===== src/rtl/ascii_scancode_tx.sv =====
// ascii_scancode_tx: encodes one ASCII character into the PS/2 Set-2 byte
// stream a keyboard would send for it. The stream is the make code, then the
// break codes when EMIT_BREAK is set. Shifted characters are wrapped in
// SHIFT_CODE make/break bytes.
//
// state       | meaning
// ------------+-------------------------------------------
// IDLE        | ready for a character, no byte pending
// SH_MAKE     | presenting SHIFT_CODE (shift make)
// MAKE        | presenting the character make code
// BRK_F0      | presenting F0 prefix of the character break
// BRK_CODE    | presenting the character code (break)
// SH_BRK_F0   | presenting F0 prefix of the shift break
// SH_BRK_CODE | presenting SHIFT_CODE (shift break)
module ascii_scancode_tx #(
  parameter logic [7:0] SHIFT_CODE = 8'h12,
  parameter bit         EMIT_BREAK = 1'b1
) (
  input  logic       clk,
  input  logic       reset,
  input  logic [7:0] ascii_in,
  input  logic       ascii_valid,
  output logic       ascii_ready,
  output logic [7:0] byte_out,
  output logic       byte_valid,
  input  logic       byte_ready,
  output logic       unsupported
);

  typedef enum logic [2:0] {
    IDLE, SH_MAKE, MAKE, BRK_F0, BRK_CODE, SH_BRK_F0, SH_BRK_CODE
  } state_t;

  state_t     state, state_nxt;
  logic [7:0] code_q;
  logic       shift_q;
  logic [7:0] lk_code;
  logic       lk_shift;
  logic       lk_hit;
  logic       is_letter;
  logic       accept;
  logic       byte_hs;

  // Letter codes indexed by the low five bits of the ASCII value ('a'/'A' = 1).
  function automatic logic [7:0] letter_code(input logic [4:0] idx);
    case (idx)
      5'd1:    letter_code = 8'h1C;
      5'd2:    letter_code = 8'h32;
      5'd3:    letter_code = 8'h21;
      5'd4:    letter_code = 8'h23;
      5'd5:    letter_code = 8'h24;
      5'd6:    letter_code = 8'h2B;
      5'd7:    letter_code = 8'h34;
      5'd8:    letter_code = 8'h33;
      5'd9:    letter_code = 8'h43;
      5'd10:   letter_code = 8'h3B;
      5'd11:   letter_code = 8'h42;
      5'd12:   letter_code = 8'h4B;
      5'd13:   letter_code = 8'h3A;
      5'd14:   letter_code = 8'h31;
      5'd15:   letter_code = 8'h44;
      5'd16:   letter_code = 8'h4D;
      5'd17:   letter_code = 8'h15;
      5'd18:   letter_code = 8'h2D;
      5'd19:   letter_code = 8'h1B;
      5'd20:   letter_code = 8'h2C;
      5'd21:   letter_code = 8'h3C;
      5'd22:   letter_code = 8'h2A;
      5'd23:   letter_code = 8'h1D;
      5'd24:   letter_code = 8'h22;
      5'd25:   letter_code = 8'h35;
      5'd26:   letter_code = 8'h1A;
      default: letter_code = 8'h00;
    endcase
  endfunction

  // 0x41-0x5A and 0x61-0x7A differ only in bit 5, which is the inverse of shift.
  assign is_letter = (ascii_in[7:6] == 2'b01) && (ascii_in[4:0] >= 5'd1) &&
                     (ascii_in[4:0] <= 5'd26);
  assign accept    = ascii_valid && ascii_ready;
  assign byte_hs   = byte_valid && byte_ready;

  // Combinational character lookup: {code, shift, hit}.
  always_comb begin
    lk_code  = 8'h00;
    lk_shift = 1'b0;
    lk_hit   = 1'b1;
    if (is_letter) begin
      lk_code  = letter_code(ascii_in[4:0]);
      lk_shift = ~ascii_in[5];
    end else begin
      case (ascii_in)
        8'h30: {lk_code, lk_shift} = {8'h45, 1'b0};
        8'h29: {lk_code, lk_shift} = {8'h45, 1'b1};
        8'h31: {lk_code, lk_shift} = {8'h16, 1'b0};
        8'h21: {lk_code, lk_shift} = {8'h16, 1'b1};
        8'h32: {lk_code, lk_shift} = {8'h1E, 1'b0};
        8'h40: {lk_code, lk_shift} = {8'h1E, 1'b1};
        8'h33: {lk_code, lk_shift} = {8'h26, 1'b0};
        8'h23: {lk_code, lk_shift} = {8'h26, 1'b1};
        8'h34: {lk_code, lk_shift} = {8'h25, 1'b0};
        8'h24: {lk_code, lk_shift} = {8'h25, 1'b1};
        8'h35: {lk_code, lk_shift} = {8'h2E, 1'b0};
        8'h25: {lk_code, lk_shift} = {8'h2E, 1'b1};
        8'h36: {lk_code, lk_shift} = {8'h36, 1'b0};
        8'h5E: {lk_code, lk_shift} = {8'h36, 1'b1};
        8'h37: {lk_code, lk_shift} = {8'h3D, 1'b0};
        8'h26: {lk_code, lk_shift} = {8'h3D, 1'b1};
        8'h38: {lk_code, lk_shift} = {8'h3E, 1'b0};
        8'h2A: {lk_code, lk_shift} = {8'h3E, 1'b1};
        8'h39: {lk_code, lk_shift} = {8'h46, 1'b0};
        8'h28: {lk_code, lk_shift} = {8'h46, 1'b1};
        8'h60: {lk_code, lk_shift} = {8'h0E, 1'b0};
        8'h7E: {lk_code, lk_shift} = {8'h0E, 1'b1};
        8'h2D: {lk_code, lk_shift} = {8'h4E, 1'b0};
        8'h5F: {lk_code, lk_shift} = {8'h4E, 1'b1};
        8'h3D: {lk_code, lk_shift} = {8'h55, 1'b0};
        8'h2B: {lk_code, lk_shift} = {8'h55, 1'b1};
        8'h5C: {lk_code, lk_shift} = {8'h5D, 1'b0};
        8'h7C: {lk_code, lk_shift} = {8'h5D, 1'b1};
        8'h5B: {lk_code, lk_shift} = {8'h54, 1'b0};
        8'h7B: {lk_code, lk_shift} = {8'h54, 1'b1};
        8'h5D: {lk_code, lk_shift} = {8'h5B, 1'b0};
        8'h7D: {lk_code, lk_shift} = {8'h5B, 1'b1};
        8'h3B: {lk_code, lk_shift} = {8'h4C, 1'b0};
        8'h3A: {lk_code, lk_shift} = {8'h4C, 1'b1};
        8'h27: {lk_code, lk_shift} = {8'h52, 1'b0};
        8'h22: {lk_code, lk_shift} = {8'h52, 1'b1};
        8'h2C: {lk_code, lk_shift} = {8'h41, 1'b0};
        8'h3C: {lk_code, lk_shift} = {8'h41, 1'b1};
        8'h2E: {lk_code, lk_shift} = {8'h49, 1'b0};
        8'h3E: {lk_code, lk_shift} = {8'h49, 1'b1};
        8'h2F: {lk_code, lk_shift} = {8'h4A, 1'b0};
        8'h3F: {lk_code, lk_shift} = {8'h4A, 1'b1};
        8'h20: {lk_code, lk_shift} = {8'h29, 1'b0};
        8'h08: {lk_code, lk_shift} = {8'h66, 1'b0};
        8'h09: {lk_code, lk_shift} = {8'h0D, 1'b0};
        8'h0D: {lk_code, lk_shift} = {8'h5A, 1'b0};
        8'h1B: {lk_code, lk_shift} = {8'h76, 1'b0};
        default: lk_hit = 1'b0;
      endcase
    end
  end

  // State register, latched character and unsupported pulse.
  always_ff @(posedge clk) begin
    if (reset) begin
      state       <= IDLE;
      code_q      <= 8'h00;
      shift_q     <= 1'b0;
      unsupported <= 1'b0;
    end else begin
      state       <= state_nxt;
      unsupported <= accept && !lk_hit;
      if (accept && lk_hit) begin
        code_q  <= lk_code;
        shift_q <= lk_shift;
      end
    end
  end

  // Next-state: advance on accept from IDLE or on each byte handshake.
  always_comb begin
    state_nxt = state;
    case (state)
      IDLE:        if (accept && lk_hit) state_nxt = lk_shift ? SH_MAKE : MAKE;
      SH_MAKE:     if (byte_hs) state_nxt = MAKE;
      MAKE:        if (byte_hs) state_nxt = EMIT_BREAK ? BRK_F0 : IDLE;
      BRK_F0:      if (byte_hs) state_nxt = BRK_CODE;
      BRK_CODE:    if (byte_hs) state_nxt = shift_q ? SH_BRK_F0 : IDLE;
      SH_BRK_F0:   if (byte_hs) state_nxt = SH_BRK_CODE;
      SH_BRK_CODE: if (byte_hs) state_nxt = IDLE;
      default:     state_nxt = IDLE;
    endcase
  end

  // Outputs are a pure function of state, so they hold while stalled.
  always_comb begin
    ascii_ready = (state == IDLE);
    byte_valid  = (state != IDLE);
    byte_out    = 8'h00;
    case (state)
      SH_MAKE:     byte_out = SHIFT_CODE;
      MAKE:        byte_out = code_q;
      BRK_F0:      byte_out = 8'hF0;
      BRK_CODE:    byte_out = code_q;
      SH_BRK_F0:   byte_out = 8'hF0;
      SH_BRK_CODE: byte_out = SHIFT_CODE;
      default:     byte_out = 8'h00;
    endcase
  end

endmodule


===== config.mk =====
export PLATFORM = sky130hd
export DESIGN_NAME = ascii_scancode_tx
export DESIGN_NICKNAME = d
export VERILOG_FILES = /design/src/rtl/ascii_scancode_tx.sv
export SDC_FILE = /design/constraint.sdc
export NUM_CORES = 1
export LEC_CHECK = 0
export CAP_MARGIN = 20
export CORE_AREA = 2 2 94 96
export DETAILED_ROUTE_END_ITERATION = 8
export DIE_AREA = 0 0 96 98
export PLACE_DENSITY = 0.4
export SETUP_SLACK_MARGIN = 0.5
export SLEW_MARGIN = 20
export SYNTH_ARGS = -nofsm -noshare
export SYNTH_HDL_FRONTEND = slang
export SYNTH_SLANG_ARGS = --single-unit

===== constraint.sdc =====
create_clock -name clk -period 7.2 [get_ports clk]
set_input_delay 1.8 -clock clk [delete_from_list [all_inputs] [get_ports clk]]
set_output_delay 1.8 -clock clk [all_outputs]
set_load 0.02 [all_outputs]

==> flow_summary.ini <==
[timing]
maxSlewHeadroom_pct = 28.6
setup_viol_count_final = 0
finalHoldViolCount = 0
rsz0062_at_grt = no
skew_ns = 0.00210
maxSlewViolCount = 0
final.min_clock_period_ns = 4.78
period_share_pct = 66.4
worstMarginPinSlew_ns = 1.07
setup_tns_ns = 0
timing.fmax_mhz = 209

[min_path]
hold-path-cell-count = 2
hp-start = code_q[5]
hold_class = reg2reg
hold_end = code_q[5]

[synth]
synthCells = 286
ys_seq_area_share_pct = 11.8
syn_nets = 303
synth-seq-cells = 12
synthFlopType = dfxtp_1
synth_edf_count = 0
synthArstFlopShare_pct = 0
synth.avg_cell_area_um2 = 7.12
synth.cell_area_mm2 = 0.00204
ys.warnings.count = 0
synth.distinct_cells = 73

[clock_network]
cts-root-buf = clkbuf_8
cts_setup_buffers = 0
clk_latency_ns = 0.25
cts_sinks = 12
cts_tree = yes
clk_pin_slew_ns = 0.05
h-tree-depth = 1
cts_buffers = 3
cts_buffer_depth = 2
post_cts_resized = 0
ctsHoldBuffers = 0

[critical_path]
worstRegToRegCells = 5
path_buf_inv = 2
cp-end-kind = flop
crit_chain = clkdlybuf4s50_1 -> inv_1 -> ha_1 -> and4_1 -> o2111ai_1 -> nand3b_1 -> nor4_2 -> a21o_4 -> mux2i_1 -> nor2_1
crit_path_start = ascii_in[0]
worstPathRequired_ns = 7.31
rrSetupSlack_ns = 5.38
slowest_delay_ns = 0.63
critPathTopFamily = simple AND/OR/NAND/NOR gates
cp_max_fo = 22
r2r_start = state[1]
r2r_end = code_q[5]
arrival_ns = 4.89
critPathLaunchType = primary input
crit_type = in2reg
critPathSlowestCell = clkdlybuf4s50_1

[drt]
vias = 2141
dr.pass1.iters = 4
vias_per_cell = 5.46
postRouteAntennaNets = 0
drt_wl_total_mm = 6.32
drc_errors = 0
routedWlPerCell_um = 16.1
first_iter_violations = 133

[global_route]
grt_pass1_wl_mm = 10.5
track_usage_pct = 13.7
grt_pass1_vias = 2007
grt-ovfl-total = 0
grt_start_max_net_pins = 31
antenna_found_initial = 0

[floorplanning]
initial_core_util_pct = 24.1
row_count = 34
pin_count = 23
die_area_mm2 = 0.00941
coreArea_mm2 = 0.00847
die_w_um = 96
die_h_um = 98

[final_layout]
area_growth_pct = 13.2
drive_gt1_share_pct = 8.80
antenna_cells = 0
nets = 302
fill_cells = 944
fin_util_pct = 27.2

[pwr]
vdd_drop_max_mv = 0.0460
p_leak_nw = 0.831
cellPowerDensity_mw_per_mm2 = 116
power_mw = 0.267

[job]
drv_cap = 0

[placed_design]
place.gp.congestion = 0.869
dp.final_hpwl_mm = 4.69
port-buffer-count = 22

[outcome]
status = completed
[sequential cells by signal, summed over array words and instances (netlist names)]
register     flops
code_q           7
unsupported      1
state            3
shift_q          1
[cell usage after synthesis (4+ instances only)]
cell type,count,share of area [%]
o22ai_1,5,1.5
inv_1,10,1.8
a31oi_1,4,1.2
ha_1,5,3.1
o211ai_1,11,4.1
a21oi_1,20,4.9
nor2_1,23,4.2
clkbuf_1,15,2.8
nand3_1,9,2.2
and2_1,6,1.8
o21a_1,4,1.5
nand2_1,20,3.7
mux2i_1,6,2.9
o21ai_0,13,3.2
buf_2,11,2.7
dfxtp_1,12,12
buf_6,4,2.2
nor2b_1,5,1.5
nor3_1,10,2.5
nand3b_1,9,3.3
nor4bb_1,4,2.0
nand2b_1,4,1.2
[metal layers]
| layer | GRT usage [%] | routed length, µm | up-vias |
|---|---|---|---|
| li1 | - | - | 1079 |
| met1 | 19.6 | 3040 | 994 |
| met2 | 22.8 | 2990 | 61 |
| met3 | 0.540 | 222 | 7 |
| met4 | 2.97 | 64 | 0 |
| met5 | 0 | 0 | - |
[worst reg2reg max path, delay by kind of cell (launching register included)]
kind | cells | cell delay, ns
DFF | 1 | 0.42
and+or+nand+nor | 3 | 0.70
AOI/OAI and AO/OA | 2 | 0.55
[per-stage QoR]
step / setup slack (ns) / instances / instance area, µm² / hold slack (ns)
floorplan: 3.40 / 286 / 2040 / 0.443
global placement: 2.10 / 388 / 2250 / 0.469
detailed placement: 2.13 / 388 / 2250 / 0.466
CTS: 2.38 / 392 / 2310 / 0.476
global route: 2.09 / 392 / 2310 / 0.511
finish: 2.42 / 392 / 2310 / 0.474
[layout make-up]
cell class / count / area (µm²) / area share (%)
Multi-Input combinational cell: 232 / 1590 / 68.9
Timing Repair Buffer: 26 / 250 / 10.9
Sequential cell: 12 / 240 / 10.4
Tap cell: 108 / 135 / 5.86
Clock buffer: 4 / 55.1 / 2.39
Inverter: 10 / 37.5 / 1.63
[power breakdown]
part	total, mW	switching [mW]	leakage [nW]	internal [mW]
combinational	0.116	0.0686	0.705	0.0474
clock	0.0752	0.0268	0.0288	0.0484
sequential	0.0763	0.00588	0.0975	0.0704
total	0.267	0.101	0.831	0.166
[worst max-delay path by stage]
stage / end / slack [ns] / cells past startpoint
after global routing: code_q[3] / 2.09 / 10
final: code_q[3] / 2.42 / 10
after CTS: code_q[0] / 2.38 / 10
after detailed placement: shift_q / 2.13 / 10
after floorplan: code_q[3] / 3.40 / 11
after global placement: shift_q / 2.10 / 10
[logic make-up (layout without fill, tap and decap cells)]
group | Yosys count | count (layout) | synth area share (%)
AOI/OAI and AO/OA | 98 | 98 | 34.0
xor gates and xnor gates | 2 | 2 | 0.860
adders and majority gates | 7 | 7 | 4.05
buffers and inverters | 42 | 40 | 10.3
DFF | 12 | 12 | 11.8
muxes | 9 | 9 | 5.34
and+or+nand+nor | 116 | 116 | 33.7
[cells in the final DEF (no fill, tap or decap), types with 5 or more instances in the layout]
| cell type | instances |
|---|---|
| a21oi_1 | 20 |
| and2_1 | 6 |
| clkdlybuf4s50_1 | 22 |
| dfxtp_1 | 12 |
| ha_1 | 5 |
| inv_1 | 10 |
| mux2i_1 | 6 |
| nand2_1 | 20 |
| nand3_1 | 9 |
| nand3b_1 | 9 |
| nor2_1 | 23 |
| nor2b_1 | 5 |
| nor3_1 | 10 |
| o211ai_1 | 11 |
| o21ai_0 | 13 |
| o22ai_1 | 5 |
No activity file was read; power rests on OpenSTA's default activity.
==> RTL edit 1 (config.mk and constraints unchanged) <==
Reset style: asynchronous (`reset`), changed in one clocked block.
--- a/src/rtl/ascii_scancode_tx.sv
+++ b/src/rtl/ascii_scancode_tx.sv
@@ -143,7 +143,7 @@
   end
 
   // State register, latched character and unsupported pulse.
-  always_ff @(posedge clk) begin
+  always_ff @(posedge clk or posedge reset) begin
     if (reset) begin
       state       <= IDLE;
       code_q      <= 8'h00;
Formal check against the unedited RTL: differs if reset is asserted again (counterexample within 4 cycles, from zero or initial values and one cycle with reset high); with reset held inactive, the same outputs for 10 cycles.
==> RTL edit 1 against the unedited design <==
  * Sequential cell count unchanged
  * Routed wire length rose by 4.6%
  * Highest routed layer unchanged
  * Utilization up 0.65 points
  * Synthesized area up 0.12%
  * Critical endpoint is now code_q[3]
  * Worst setup slack worse by 96 ps
  * Final area grew 2.4%
  * Worst hold slack improved by 38 ps
Power is not compared: it rests on default switching activity, and its combinational part moved more than twofold at a synthesized area within 25%.
==> RTL edit 1: results (changes against the unedited design) <==
[clocking]
clkLatencyLatePin_ps=240
cts_buffers=3  ; unchanged
ctsHoldBuffers=0  ; unchanged
cts_buffer_depth=2  ; unchanged
cts_setup_buffers=0  ; unchanged
path_clk_slew_ps=50  ; about the same
cts.repair.resized=0  ; unchanged
clockRootBuffer=clkbuf_8  ; unchanged
htree_num_levels=1  ; unchanged

[global_route]
grt_usage_pct=14.0  ; was 13.7%
grt_pass1_wl_um=10700  ; was 10,500 um
grt_max_degree=29  ; was 31
grt_pass1_vias=2011  ; was 2,007
antenna_found_initial=0  ; unchanged

[placed_design]
place_area_um2=2310  ; was 2250 um^2
portBuffers=22  ; unchanged
gp_congestion=0.870  ; was 0.869
dp_hpwl_um=4960  ; was 4690 um
dp_slack_ps=2130  ; about the same

[route]
firstDrtPassIters=4  ; unchanged
wl_um=6610  ; was 6320 um
drtIter0Drc=127  ; was 133
via_count=2156  ; was 2,141

[final_layout]
final_nets=305  ; was 302
drive_above_1_share_pct=10.1  ; was 8.80%
top_regs=code_q (7), state (3)  ; unchanged
diodes=0  ; unchanged

[critical_path]
r2r-start=state[2]  ; was state[1]
crit_path_start=ascii_in[1]  ; was ascii_in[0]
max_stage_delay_ps=770  ; was 630 ps
arrival_ps=5000  ; was 4890 ps
slowest_stage=clkdlybuf4s50_1  ; unchanged
path_delay_family=compound AO/OA/AOI/OAI gates  ; was simple AND/OR/NAND/NOR gates
path_max_fanout=14  ; was 22

[synthesis]
synth_compound_area_share_pct=29.9  ; was 34.0%
ys_types=65  ; was 73
synthTopCellsByCount=28 x nor2_1, 22 x nand2_1, 17 x o21ai_0, 16 x nand3_1, 14 x nor2b_1  ; was 23 x nor2_1, 20 x a21oi_1, 20 x nand2_1, 15 x clkbuf_1, 13 x o21ai_0
ys_seq_area_share_pct=14.7  ; was 11.8%
yosys_most_used_dff=dfrtp_1  ; was dfxtp_1
synthTopCellsByArea=dfrtp_1 15%, mux2_4 5.9%, nor2_1 5.2%  ; was dfxtp_1 12%, a21oi_1 4.9%, nor2_1 4.2%
yosys_warnings=0  ; unchanged
synth_xor_area_share_pct=0.429  ; was 0.860%
synthArstFlopShare_pct=100  ; was 0%
synth_nets=299  ; was 303
synth_mux_area_share_pct=6.93  ; was 5.34%
synth_fa_ha_area_share_pct=4.66  ; was 4.05%

[timing]
max_slew_margin_pct=41.0  ; was 28.6%
finalClockSkew_ps=0.707  ; was 2.10 ps
finalSetupTns_ps=0  ; unchanged

[power_and_ir_drop]
power.leakage_nw=0.921
ir_worst_vdd_mv=0.0595

[min_path]
holdCritStartpoint=code_q[5]  ; unchanged
hold_class=reg -> reg  ; unchanged

[run_status]
status=completed  ; unchanged

-- RTL edit 1: final timing paths --
kind	slack, ps	endpoint	cells after the start
max in group asynchronous	4990	state[2]	2
max reg2reg	5240	code_q[3]	4
min in group asynchronous	1880	code_q[0]	2
min reg2reg	510	code_q[5]	1
min	510	code_q[5]	1
max	2320	code_q[3]	10
-- RTL edit 1: stage by stage --
stage	hold slack (ps)	std cells
2_1_floorplan	473	281
3_3_place_gp	496	390
3_5_place_dp	504	390
4_1_cts	516	394
5_1_grt	533	394
6_report	513	394
-- RTL edit 1: layer usage --
metal / share of wire (%) / wire (um) / GRT usage, %
met2: 47 / 3100 / 21.5
met1: 47 / 3120 / 20.5
met4: 1.5 / 102 / 4.51
met5: 0 / 0 / 0
met3: 4.3 / 287 / 1.16
-- RTL edit 1: where the power goes --
part	switching (mW)	leakage, nW	internal (mW)	total, mW
clock network	0.0249	0.0288	0.0483	0.0732
logic	0.154	0.736	0.151	0.304
registers	0.0374	0.157	0.0954	0.133
total	0.216	0.921	0.294	0.510
-- RTL edit 1: kinds of logic after synthesis --
kind of cell,after synthesis
AO/OA/AOI/OAI,88
flip-flops,12
AND/OR/NAND/NOR,128
buffers and inverters,34
multiplexers,10
XOR/XNOR,1
adder cells (fa/ha/maj),8
-- RTL edit 1: cell type report --
class / count / area, um^2
clock buffer: 4 / 55.1
fill: 938 / 6100
inverter: 10 / 37.5
multi-input combinational: 235 / 1590
sequential: 12 / 300
tap: 108 / 135
timing repair buffer: 25 / 243
-- RTL edit 1: worst register-to-register path, cell delays in order, from the launching register on --
cell and delay, ps:
dfrtp_1 500, or2_2 350, nor2_1 380, nand3b_4 260
mux2_4 350
==> RTL edit 2 (config.mk and constraints unchanged) <==
Made on the original files. Change the parameter `EMIT_BREAK` from 1'b1 to 1'b0.
--- a/src/rtl/ascii_scancode_tx.sv
+++ b/src/rtl/ascii_scancode_tx.sv
@@ -14,7 +14,7 @@
 // SH_BRK_CODE | presenting SHIFT_CODE (shift break)
 module ascii_scancode_tx #(
   parameter logic [7:0] SHIFT_CODE = 8'h12,
-  parameter bit         EMIT_BREAK = 1'b1
+  parameter bit         EMIT_BREAK = 1'b0
 ) (
   input  logic       clk,
   input  logic       reset,
Behaviour: not the same (Yosys sat finds a counterexample within 4 cycles, from zero or initial values and one cycle with reset high).
==> RTL edit 2 against the unedited design <==
  * Synthesized area increased by 1.7%
  * Largest power group unchanged
  * Critical path type unchanged
  * Final area increased by 2.0%
  * Sequential cell count unchanged
  * Power decreased by 2.0%
  * Largest cell class unchanged
  * Highest routed layer unchanged
  * Worst setup slack got worse by 84 ps
  * Synthesized cell count increased by 5.2%
  * Routed wire length increased by 16%
==> RTL edit 2: results (changes against the unedited design) <==
[min_path]
holdCritStartpoint=code_q[3]  ; was code_q[5]
hold_class=reg -> reg  ; unchanged

[synthesis]
syn_inst=301  ; was 286
ys_types=70  ; was 73
synth_fa_ha_area_share_pct=3.02  ; was 4.05%
synthArstFlopShare_pct=0  ; unchanged
synth_xor_area_share_pct=0.423  ; was 0.860%
synthTopCellsByArea=dfxtp_1 12%, mux2i_1 6.8%, nand2_1 6.2%  ; was dfxtp_1 12%, a21oi_1 4.9%, nor2_1 4.2%
synth_compound_area_share_pct=32.9  ; was 34.0%
synth_nets=318  ; was 303
yosys_warnings=0  ; unchanged
ys_seq_area_share_pct=11.6  ; was 11.8%
synth_mux_area_share_pct=8.39  ; was 5.34%
synthTopCellsByCount=34 x nand2_1, 32 x nor2_1, 17 x o21ai_0, 14 x clkbuf_1, 14 x mux2i_1  ; was 23 x nor2_1, 20 x a21oi_1, 20 x nand2_1, 15 x clkbuf_1, 13 x o21ai_0

[route]
firstDrtPassIters=5  ; was 4
drcViolationCount=0  ; unchanged
wl_per_cell_um=17.8  ; was 16.1 um
wl_um=7300  ; was 6320 um
via_count=2377  ; was 2,141
drtIter0Drc=277  ; was 133

[run_status]
status=completed  ; unchanged

[global_route]
grt_usage_pct=15.7  ; was 13.7%
grt_pass1_vias=2222  ; was 2,007
grt_pass1_wl_um=11900  ; was 10,500 um
grt_max_degree=38  ; was 31
antenna_found_initial=0  ; unchanged

[clocking]
clockRootBuffer=clkbuf_8  ; unchanged
path_clk_slew_ps=50  ; about the same
cts_buffers=3  ; unchanged
cts_setup_buffers=0  ; unchanged
cts.repair.resized=0  ; unchanged
htree_num_levels=1  ; unchanged
cts_buffer_depth=2  ; unchanged
clkLatencyLatePin_ps=240

[critical_path]
crit_path_start=ascii_in[4]  ; was ascii_in[0]
r2r-start=state[0]  ; was state[1]
arrival_ps=5030  ; was 4890 ps
path_max_fanout=24  ; was 22

[power_and_ir_drop]
p_seq_mw=0.0746  ; was 0.0763 mW
p_seq_share_pct=28.5  ; about the same
pg_comb_mw=0.114
power.leakage_nw=0.826  ; was 0.831 nW
swShare_pct=38.2  ; was 37.8%
ir_worst_vdd_mv=0.0624  ; was 0.0460 mV

[placed_design]
dp_hpwl_um=5400  ; was 4690 um
portBuffers=22  ; unchanged
gp_congestion=0.905  ; was 0.869
dp_cells=406  ; was 388

[timing]
worst_slew_pin_slew_ps=915  ; was 1070 ps
finalClockSkew_ps=1.01  ; was 2.10 ps

[final_layout]
top_regs=code_q (7), state (3)  ; unchanged
fillers=943  ; was 944
diodes=0  ; unchanged
drive_above_1_share_pct=8.61  ; was 8.80%

[RTL edit 2: cell types whose count changed in the layout (fill, tap and decap cells not counted), moves of 4 or more]
cell      before  now
a211oi_1       2    8
o311ai_0       1    5
o21a_1         4    0
a21oi_1       20   12
nor4bb_1       4    0
nand3b_1       9    2
mux2i_1        6   14
nand2_1       20   34
o21ai_0       13   17
o211ai_1      11    4
nor4_1         1    7
nand2b_1       4    8
nor2_1        23   32
[RTL edit 2: layout make-up]
cell class | instances | share of cell area [%]
clock buffers | 4 | 2.34
inverters | 12 | 1.92
multi-input cells | 247 | 68.8
flip-flops and latches | 12 | 10.2
well taps | 108 | 5.75
repair buffers | 27 | 11.0
[RTL edit 2: layer usage]
metal / up-vias / share of wire [%] / GRT usage [%]
met5: - / 0 / 0
met4: 0 / 1.2 / 2.31
li1: 1128 / - / -
met3: 11 / 5.9 / 1.85
met2: 103 / 47 / 25.1
met1: 1135 / 46 / 23.0
[RTL edit 2: final timing paths]
check              end  slack (ps)  depth (start not counted)
max          code_q[6]        2330                          8
min          code_q[3]         460                          2
max reg2reg   state[1]        5430                          4
min reg2reg  code_q[3]         460                          2
[RTL edit 2: per-stage QoR]
stage / util (%) / cell area (um^2) / worst slack [ps]
floorplan: - / 2070 / 3530
global placement: 27.1 / 2300 / 2020
detailed placement: 27.1 / 2300 / 2110
CTS: 27.8 / 2350 / 2330
global route: 27.8 / 2350 / 2140
finish: 27.8 / 2350 / 2330
[RTL edit 2: critical path, stage by stage]
cell and delay [ps]:
clkdlybuf4s50_1 1070, buf_4 330, mux2i_1 340, o22ai_1 200, a211oi_2 340, nand4_2 210
o31ai_4 500, mux2i_1 230
